==> config.mk <==
export PLATFORM = sky130hd
export DESIGN_NAME = servo_pwm_decoder
export DESIGN_NICKNAME = d
export VERILOG_FILES = /design/src/rtl/servo_pkg.sv /design/src/rtl/pwm_edge_sync.sv /design/src/rtl/servo_pwm_decoder.sv
export SDC_FILE = /design/constraint.sdc
export NUM_CORES = 1
export LEC_CHECK = 0
export ABC_AREA = 1
export ABC_CLOCK_PERIOD_IN_PS = 2460
export CAP_MARGIN = 10
export CORE_ASPECT_RATIO = 1.1
export CORE_MARGIN = 2
export CORE_UTILIZATION = 46
export CTS_CLUSTER_DIAMETER = 120
export CTS_CLUSTER_SIZE = 16
export DETAILED_ROUTE_END_ITERATION = 7
export MAX_ROUTING_LAYER = met4
export SETUP_SLACK_MARGIN = 0.05
export SLEW_MARGIN = 20
export SYNTH_ARGS = -nofsm -noshare
export SYNTH_HDL_FRONTEND = slang
export SYNTH_SLANG_ARGS = --single-unit
==> constraint.sdc <==
create_clock -name clk -period 2.46 [get_ports clk]
set_input_delay 0.738 -clock clk [delete_from_list [all_inputs] [get_ports clk]]
set_output_delay 0.738 -clock clk [all_outputs]
set_load 0.01 [all_outputs]
==> src/rtl/servo_pkg.sv <==
// Shared definitions for the gate servo PWM generator and decoder.
package servo_pkg;

    localparam int CNT_W     = 20;
    localparam int MIN_PULSE = 50000;
    localparam int MAX_PULSE = 100000;
    localparam int PERIOD    = 1000000;

    typedef enum logic [1:0] {
        S_SEEK,
        S_LOW,
        S_HIGH
    } dec_state_e;

endpackage

==> src/rtl/pwm_edge_sync.sv <==
// Synchronizer, optional glitch filter (SERVO_DEC_GLITCH_FILTER_EN),
// and rise/fall strobes for the servo PWM line.
module pwm_edge_sync #(
    parameter int GLITCH_LEN = 4
) (
    input  logic clk,
    input  logic rst_n,
    input  logic pin,
    output logic level,
    output logic rise,
    output logic fall,
    output logic ready
);

`ifdef SERVO_DEC_GLITCH_FILTER_EN
    localparam int PRIME_N = 3 + GLITCH_LEN;
`else
    localparam int PRIME_N = 3;
`endif
    localparam int PW = $clog2(PRIME_N + 1);

    logic          sync1_q, sync1_d;
    logic          sync2_q, sync2_d;
    logic          prev_q, prev_d;
    logic [PW-1:0] prime_q, prime_d;

`ifdef SERVO_DEC_GLITCH_FILTER_EN
    localparam int GW = $clog2(GLITCH_LEN + 1);

    logic          filt_q, filt_d;
    logic [GW-1:0] gcnt_q, gcnt_d;

    always_comb begin
        filt_d = filt_q;
        gcnt_d = '0;
        if (sync2_q != filt_q) begin
            if (gcnt_q == GW'(GLITCH_LEN - 1)) begin
                filt_d = sync2_q;
            end else begin
                gcnt_d = gcnt_q + 1'b1;
            end
        end
    end

    always_ff @(posedge clk or negedge rst_n) begin
        if (!rst_n) begin
            filt_q <= 1'b0;
            gcnt_q <= '0;
        end else begin
            filt_q <= filt_d;
            gcnt_q <= gcnt_d;
        end
    end

    assign level = filt_q;
`else
    assign level = sync2_q;
`endif

    // level is meaningless until the reset zeros have left the pipeline
    always_comb begin
        sync1_d = pin;
        sync2_d = sync1_q;
        prev_d  = level;
        prime_d = prime_q;
        if (prime_q != PW'(PRIME_N)) begin
            prime_d = prime_q + 1'b1;
        end
    end

    always_ff @(posedge clk or negedge rst_n) begin
        if (!rst_n) begin
            sync1_q <= 1'b0;
            sync2_q <= 1'b0;
            prev_q  <= 1'b0;
            prime_q <= '0;
        end else begin
            sync1_q <= sync1_d;
            sync2_q <= sync2_d;
            prev_q  <= prev_d;
            prime_q <= prime_d;
        end
    end

    assign rise  = level & ~prev_q;
    assign fall  = ~level & prev_q;
    assign ready = (prime_q == PW'(PRIME_N));

endmodule

==> src/rtl/servo_pwm_decoder.sv <==
// Servo PWM pulse-width decoder with hysteretic gate_open and signal_lost.
// Optional glitch filter: define SERVO_DEC_GLITCH_FILTER_EN.
module servo_pwm_decoder
    import servo_pkg::*;
#(
    parameter int CNT_W      = servo_pkg::CNT_W,
    parameter int MIN_PULSE  = servo_pkg::MIN_PULSE,
    parameter int MAX_PULSE  = servo_pkg::MAX_PULSE,
    parameter int PULSE_TOL  = 2500,
    parameter int OPEN_HI    = 90000,
    parameter int OPEN_LO    = 60000,
    parameter int TIMEOUT    = 1500000,
    parameter int GLITCH_LEN = 4
) (
    input  logic             clk,
    input  logic             rst_n,
    input  logic             pwm_in,
    output logic [CNT_W-1:0] width,
    output logic             width_valid,
    output logic             pulse_err,
    output logic             gate_open,
    output logic             signal_lost
);

    // timeout counter widens when TIMEOUT does not fit in CNT_W bits
    localparam int TO_NEED = $clog2(TIMEOUT + 1);
    localparam int TO_W    = (CNT_W > TO_NEED) ? CNT_W : TO_NEED;

    localparam logic [CNT_W-1:0] LO_LIM  = CNT_W'(MIN_PULSE - PULSE_TOL);
    localparam logic [CNT_W-1:0] HI_LIM  = CNT_W'(MAX_PULSE + PULSE_TOL);
    localparam logic [CNT_W-1:0] ERR_LIM = CNT_W'(MAX_PULSE + PULSE_TOL + 1);
    localparam logic [CNT_W-1:0] OPN_HI  = CNT_W'(OPEN_HI);
    localparam logic [CNT_W-1:0] OPN_LO  = CNT_W'(OPEN_LO);
    localparam logic [TO_W-1:0]  TO_MAX  = TO_W'(TIMEOUT);

    logic level, rise, fall, ready;

    pwm_edge_sync #(
        .GLITCH_LEN(GLITCH_LEN)
    ) u_sync (
        .clk  (clk),
        .rst_n(rst_n),
        .pin  (pwm_in),
        .level(level),
        .rise (rise),
        .fall (fall),
        .ready(ready)
    );

    dec_state_e       state_q, state_d;
    logic [CNT_W-1:0] high_cnt_q, high_cnt_d;
    logic [CNT_W-1:0] width_q, width_d;
    logic             wv_q, wv_d;
    logic             err_q, err_d;
    logic             gate_q, gate_d;
    logic [TO_W-1:0]  to_q, to_d;

    always_comb begin
        state_d    = state_q;
        high_cnt_d = high_cnt_q;
        width_d    = width_q;
        wv_d       = 1'b0;
        err_d      = 1'b0;
        unique case (state_q)
            S_SEEK: begin
                if (ready && !level) begin
                    state_d = S_LOW;
                end
            end
            S_LOW: begin
                if (rise) begin
                    state_d    = S_HIGH;
                    high_cnt_d = CNT_W'(1);
                end
            end
            S_HIGH: begin
                if (fall) begin
                    state_d = S_LOW;
                    if (high_cnt_q >= LO_LIM && high_cnt_q <= HI_LIM) begin
                        width_d = high_cnt_q;
                        wv_d    = 1'b1;
                    end else begin
                        err_d = 1'b1;
                    end
                end else if (high_cnt_q == ERR_LIM) begin
                    err_d   = 1'b1;
                    state_d = S_SEEK;
                end else begin
                    high_cnt_d = high_cnt_q + 1'b1;
                end
            end
            default: state_d = S_SEEK;
        endcase
    end

    // a valid width always wins over timeout expiry in the same cycle
    always_comb begin
        to_d   = to_q;
        gate_d = gate_q;
        if (wv_d) begin
            to_d = '0;
        end else if (to_q != TO_MAX) begin
            to_d = to_q + 1'b1;
        end
        if (wv_d) begin
            if (width_d >= OPN_HI) begin
                gate_d = 1'b1;
            end else if (width_d <= OPN_LO) begin
                gate_d = 1'b0;
            end
        end
        if (to_d == TO_MAX) begin
            gate_d = 1'b0;
        end
    end

    always_ff @(posedge clk or negedge rst_n) begin
        if (!rst_n) begin
            state_q    <= S_SEEK;
            high_cnt_q <= '0;
            width_q    <= '0;
            wv_q       <= 1'b0;
            err_q      <= 1'b0;
            gate_q     <= 1'b0;
            to_q       <= '0;
        end else begin
            state_q    <= state_d;
            high_cnt_q <= high_cnt_d;
            width_q    <= width_d;
            wv_q       <= wv_d;
            err_q      <= err_d;
            gate_q     <= gate_d;
            to_q       <= to_d;
        end
    end

    assign width       = width_q;
    assign width_valid = wv_q;
    assign pulse_err   = err_q;
    assign gate_open   = gate_q;
    assign signal_lost = (to_q == TO_MAX);

endmodule

==> results of run 1 <==
[worst paths after layout]
check | slack (ps) | from | end | cells past startpoint
max in group asynchronous | 1750 | rst_n | to_q[19]$_DFF_PN0_ | 2
setup / recovery | 190 | to_q[14]$_DFF_PN0_ | signal_lost | 5
hold reg to reg | 360 | u_sync.sync1_q$_DFF_PN0_ | u_sync.level$_DFF_PN0_ | 0
min in group clk | 360 | u_sync.sync1_q$_DFF_PN0_ | u_sync.level$_DFF_PN0_ | 0
hold / removal | 220 | rst_n | to_q[4]$_DFF_PN0_ | 1
setup reg to reg | 200 | to_q[1]$_DFF_PN0_ | gate_open$_DFFE_PN0P_ | 15
[registers in the layout, indices dropped and copies added, names as in the netlist]
name,flops
width_valid,1
u_sync.prime_q,2
state_q,2
to_q,21
u_sync.sync1_q,1
pulse_err,1
high_cnt_q,20
gate_open,1
u_sync.level,1
u_sync.prev_q,1
width,20
[logic make-up after synthesis]
family	share of synthesized area
compound gates	0.0579
xor+xnor	0.0425
fa+ha+maj	0.0192
buf+inv	0.108
flops	0.454
mux	0.00288
simple gates	0.315
[metal layers]
layer | up-vias | global-route usage | part of all wire
met5 | - | - | 0
met4 | 0 | 0.0620 | 0.0071
met3 | 6 | 0.0292 | 0.019
met2 | 28 | 0.348 | 0.52
met1 | 1601 | 0.259 | 0.46
li1 | 1726 | - | -
[metrics by stage]
step / util / setup TNS (ps) / setup WS, ps / hold WS, ps
5_1_grt: 0.583 / 0 / 13.2 / 220
4_1_cts: 0.559 / 0 / 57.1 / 209
6_report: 0.583 / 0 / 194 / 222
2_1_floorplan: - / 0 / 440 / 331
3_3_place_gp: 0.535 / -4.38 / -4.38 / 333
3_5_place_dp: 0.535 / 0 / 25.8 / 344
[final cells by class]
cell class	count	area, µm²	area share
timing repair buffer	63	561	0.116
sequential	71	1780	0.366
clock buffer	10	138	0.0284
inverter	96	360	0.0743
multi-input combinational	329	1820	0.375
tap	111	139	0.0286
clock inverter	6	60.1	0.0124
[Yosys cell counts (3+ instances only)]
| cell type | n |
|---|---|
| o21ai_0 | 13 |
| nand2_2 | 5 |
| nor3_1 | 15 |
| inv_1 | 93 |
| nor2_2 | 3 |
| nand2_1 | 125 |
| buf_6 | 3 |
| nor2_1 | 43 |
| a21oi_1 | 14 |
| dfrtp_1 | 71 |
| buf_2 | 3 |
| ha_1 | 6 |
| xnor2_1 | 9 |
| nand4_1 | 27 |
| xor2_1 | 10 |
| nor4_1 | 5 |
| nand3_1 | 27 |
[worst max-delay path, delay by kind of cell (launching register included)]
kind | cells | cell delay [ps]
flip-flops | 1 | 410
buffers and inverters | 2 | 220
AND/OR/NAND/NOR | 3 | 570
[power by group through the flow]
stage	registers [µW]	logic, µW	clock network (µW)
6_report	1230	258	932
5_1_grt	1240	295	1010
4_1_cts	1230	259	966
3_5_place_dp	1250	259	0
3_3_place_gp	1250	248	0
2_1_floorplan	1250	162	0
[what timing repair did]
action / in CTS / in global routing
resized for setup: 4 / 33
pin swaps: 0 / 11
buffers inserted: 0 / 13
setup endpoints to repair: 1 / 5
cloned: 0 / 0
==> impl_metrics.ini, run 1 <==
[floorplan]
die_width_um = 91.9
start_util = 0.470
dieArea_um2 = 9260
die_y_um = 101
rows = 35
core_um2 = 8320
pin_count = 27

[sta]
final_hold_viol_count = 0
period_share = 0.921
rsz0062_at_grt = yes
slew_violations = 0
max_slew_margin = 0.674
finalCriticalPeriod_ps = 2270
max_freq_mhz = 441
finalClockSkew_ps = 11.7
tightest_slew_ps = 485
setup_violations = 0

[power]
comb_power_share = 0.106
intPower_uw = 1770
cellPowerDensity_nw_per_um2 = 499
power.switching_uw = 647
p_sw_frac = 0.267
pwr-share-seq = 0.508
clkPwrFrac = 0.385
ir_drop_v = 0.000424
p_leak_uw = 0.00254
p_total_uw = 2420

[finish]
layout_common_cells = nand2_1, inv_1, dfrtp_1
fillCellCount = 781
fin_area_um2 = 4850
nets = 579
final_common_cell = nand2_1
area_growth_pct = 24.0
drive_gt1_frac = 0.184
fin_cells = 686
antenna_cells = 0

[cts]
cts_made_buffers = 9
cts.sinks = 71
clk_path_buf_depth = 2
ctsHoldBuffers = 0
cts_max_level = 3
clock_latency_ps = 340
path_clk_slew_ps = 70
clockRootBuffer = clkbuf_8
cts_tree = built

[yosys]
syn_area_um2 = 3910
ys_dominant_reg_cell = dfrtp_1
synth_top_area_cell = dfrtp_1
yosysWarnings = 0
synth-seq-area-share = 0.454
synthCells = 505
synth_seq_cells = 71
syn_area_per_cell_um2 = 7.75
synth_top_area_share = 0.454
synth_cell_type_count = 41
ys_async_sr_fraction = 1.00
synthTopCellsByArea = dfrtp_1, nand2_1, inv_1, nand4_1, nor2_1
synth_edf_count = 0
syn_nets = 514

[global_routing]
globalRoute.totalOverflow = 0
grt_max_degree = 49
grt_pass1_wl_mm = 14.6
grt_pass1_vias = 3156
grtUsageTotal = 0.206
antenna_found_initial = 0

[drt]
finalWirelength_mm = 8.76
drt.antenna.violating_nets = 0
vias = 3361
vias_per_cell = 4.90
drt-pass1-iter-count = 6
route.detailed.drc = 0
wire_per_inst_um = 12.8
drtIter0Drc = 170

[worst_setup_path]
cpMaxStageDelayCell = dfrtp_1
arrival_ps = 1530
crit_required_ps = 1720
path_max_fanout = 4
path_cells = nand2_1 > nor4_4 > nand4_1 > inv_2 > buf_2
max_stage_delay_ps = 410
endpoint_kind = output pin
crit_path_start_kind = flip-flop
crit_type = flip-flop to output pin

[run_status]
status = finished, final reports clean

[place]
hpwl_mm = 6.53
placed_area_um2 = 4450
dp.cells = 657
gp_congestion = 0.845
port_buffers = 26

[flow_run]
drv_cap = 0

[hold_path]
hp-class = input pin to async pin
Note: power is estimated with default switching activity, not from simulation.
==> run 2: changes to the inputs <==
--- a/config.mk
+++ b/config.mk
@@ -15,6 +15,7 @@
 export CTS_CLUSTER_SIZE = 16
 export DETAILED_ROUTE_END_ITERATION = 7
 export MAX_ROUTING_LAYER = met4
+export PLACE_DENSITY = 0.71
 export SETUP_SLACK_MARGIN = 0.05
 export SLEW_MARGIN = 20
 export SYNTH_ARGS = -nofsm -noshare
==> impl_metrics.ini, run 2 (synthesis results as in run 1) <==
[drt]
vias = 3419
route.detailed.drc = 0
drt.antenna.violating_nets = 0
drtIter0Drc = 161
vias_per_cell = 5.10
drt-pass1-iter-count = 4
wire_per_inst_um = 13.6
finalWirelength_mm = 9.14

[floorplan]
die_width_um = 91.9
core_um2 = 8320
die_y_um = 101
rows = 35
dieArea_um2 = 9260
start_util = 0.470
pin_count = 27

[sta]
slew_violations = 0
whs_ps = 367
finalCriticalPeriod_ps = 2280
setup_violations = 0
max_freq_mhz = 439
max_slew_margin = 0.637
tightest_slew_ps = 540
rsz0062_at_grt = yes
final_hold_viol_count = 0
finalClockSkew_ps = 16.1
period_share = 0.925

[power]
ir_drop_v = 0.000355
cellPowerDensity_nw_per_um2 = 514
p_leak_uw = 0.00244

[finish]
layout_common_cells = nand2_1, inv_1, dfrtp_1
nets = 564
drive_gt1_frac = 0.154
multi_input_area_um2 = 1770
area_growth_pct = 20.8
seqCellArea_um2 = 1780
antenna_cells = 0
final_common_cell = nand2_1
fin_cells = 671
largest_reg_flops = 21
fillCellCount = 773
top_register = to_q

[worst_setup_path]
crit_path_start_kind = flip-flop
crit_type = flip-flop to output pin
endpoint_kind = output pin
path_max_fanout = 5
path_buf_inv = 2
cpMaxStageDelayCell = dfrtp_1
max_stage_delay_ps = 440
crit_required_ps = 1720
arrival_ps = 1540
path_cells = nor4_1 > nand4_1 > inv_2 > clkbuf_2
cp_top_family = simple AND/OR/NAND/NOR gates

[global_routing]
globalRoute.totalOverflow = 0
antenna_found_initial = 0
grtUsageTotal = 0.211
grt_pass1_wl_mm = 15.2
grt_pass1_vias = 3415
grt_max_degree = 72

[place]
hpwl_mm = 6.53
dp.cells = 648
port_buffers = 26
gp_congestion = 0.931

[cts]
path_clk_slew_ps = 90
ctsHoldBuffers = 0
cts.sinks = 71
clockRootBuffer = clkbuf_8
cts_max_level = 3
cts_tree = built
clock_latency_ps = 350
clk_path_buf_depth = 2
cts_made_buffers = 9

[hold_path]
hp-class = flip-flop to flip-flop

[flow_run]
drv_cap = 0

[run_status]
status = finished, final reports clean
run 2: changes by cell type in the layout (fill, tap and decap cells not counted), sizes merged:
cell      change
clkinvlp      -1
buf          -17
clkinv        +2
clkbuf        +1
run 2: cell type report:
| cell class | instances | area share |
|---|---|---|
| timing repair buffer | 48 | 0.100 |
| clock buffer | 9 | 0.0262 |
| multi-input combinational | 329 | 0.376 |
| tap | 111 | 0.0294 |
| clock inverter | 7 | 0.0156 |
| sequential | 71 | 0.377 |
| inverter | 96 | 0.0763 |
run 2: report_power, final:
part / internal, µW / leakage, µW / switching, µW
Sequential: 1200 / 0.000950 / 25.8
Clock: 470 / 0.0000992 / 462
Combinational: 83.9 / 0.00139 / 185
run 2: worst paths after layout:
kind	from	end	slack (ps)	cells after the start
max	to_q[11]$_DFF_PN0_	signal_lost	180	4
min	u_sync.sync1_q$_DFF_PN0_	u_sync.level$_DFF_PN0_	370	0
max reg2reg	high_cnt_q[6]$_DFFE_PN0P_	high_cnt_q[18]$_DFFE_PN0P_	240	17
min reg2reg	u_sync.sync1_q$_DFF_PN0_	u_sync.level$_DFF_PN0_	370	0
max in group asynchronous	rst_n	high_cnt_q[18]$_DFFE_PN0P_	1730	2
min in group asynchronous	rst_n	to_q[20]$_DFF_PN0_	420	2
run 2: repair_timing:
item	CTS	global route
setup buffers	0	6
endpoints found under the setup margin	1	7
gates cloned	0	1
resized for setup	2	30
pin swaps	0	4
run 2: routing by layer:
metal / share of wire / vias up / wire length, µm / GRT usage
li1: - / 1705 / - / -
met1: 0.44 / 1625 / 3990 / 0.251
met2: 0.51 / 67 / 4680 / 0.358
met3: 0.031 / 22 / 285 / 0.0344
met4: 0.019 / 0 / 177 / 0.0884
met5: 0 / - / 0 / -
run 2: per-stage QoR:
step                power [µW]  setup TNS (ps)  setup WS (ps)   util  cell area, µm²
floorplan                 1410               0            440      -            3910
global placement          1510               0            149  0.526            4380
detailed placement        1520               0            124  0.526            4380
CTS                       2450               0           51.8  0.550            4580
global route              2540           -39.8          -39.8  0.568            4720
finish                    2430               0            184  0.568            4720
run 2: worst reg2reg max path, cell delays in order (launching register included):
cell      delay [ps]
dfrtp_1          410
nand2_1          110
inv_2             60
nand2_1          110
nor2_4            50
nand4_1           80
nand2_1           50
inv_1             70
nand2_1           80
nand2_2          120
nand3b_1         150
nor2_2           140
nand3_1          120
nor2_2           130
nand2_1          110
nor2_1           130
xnor2_1          130
nor2_1            50
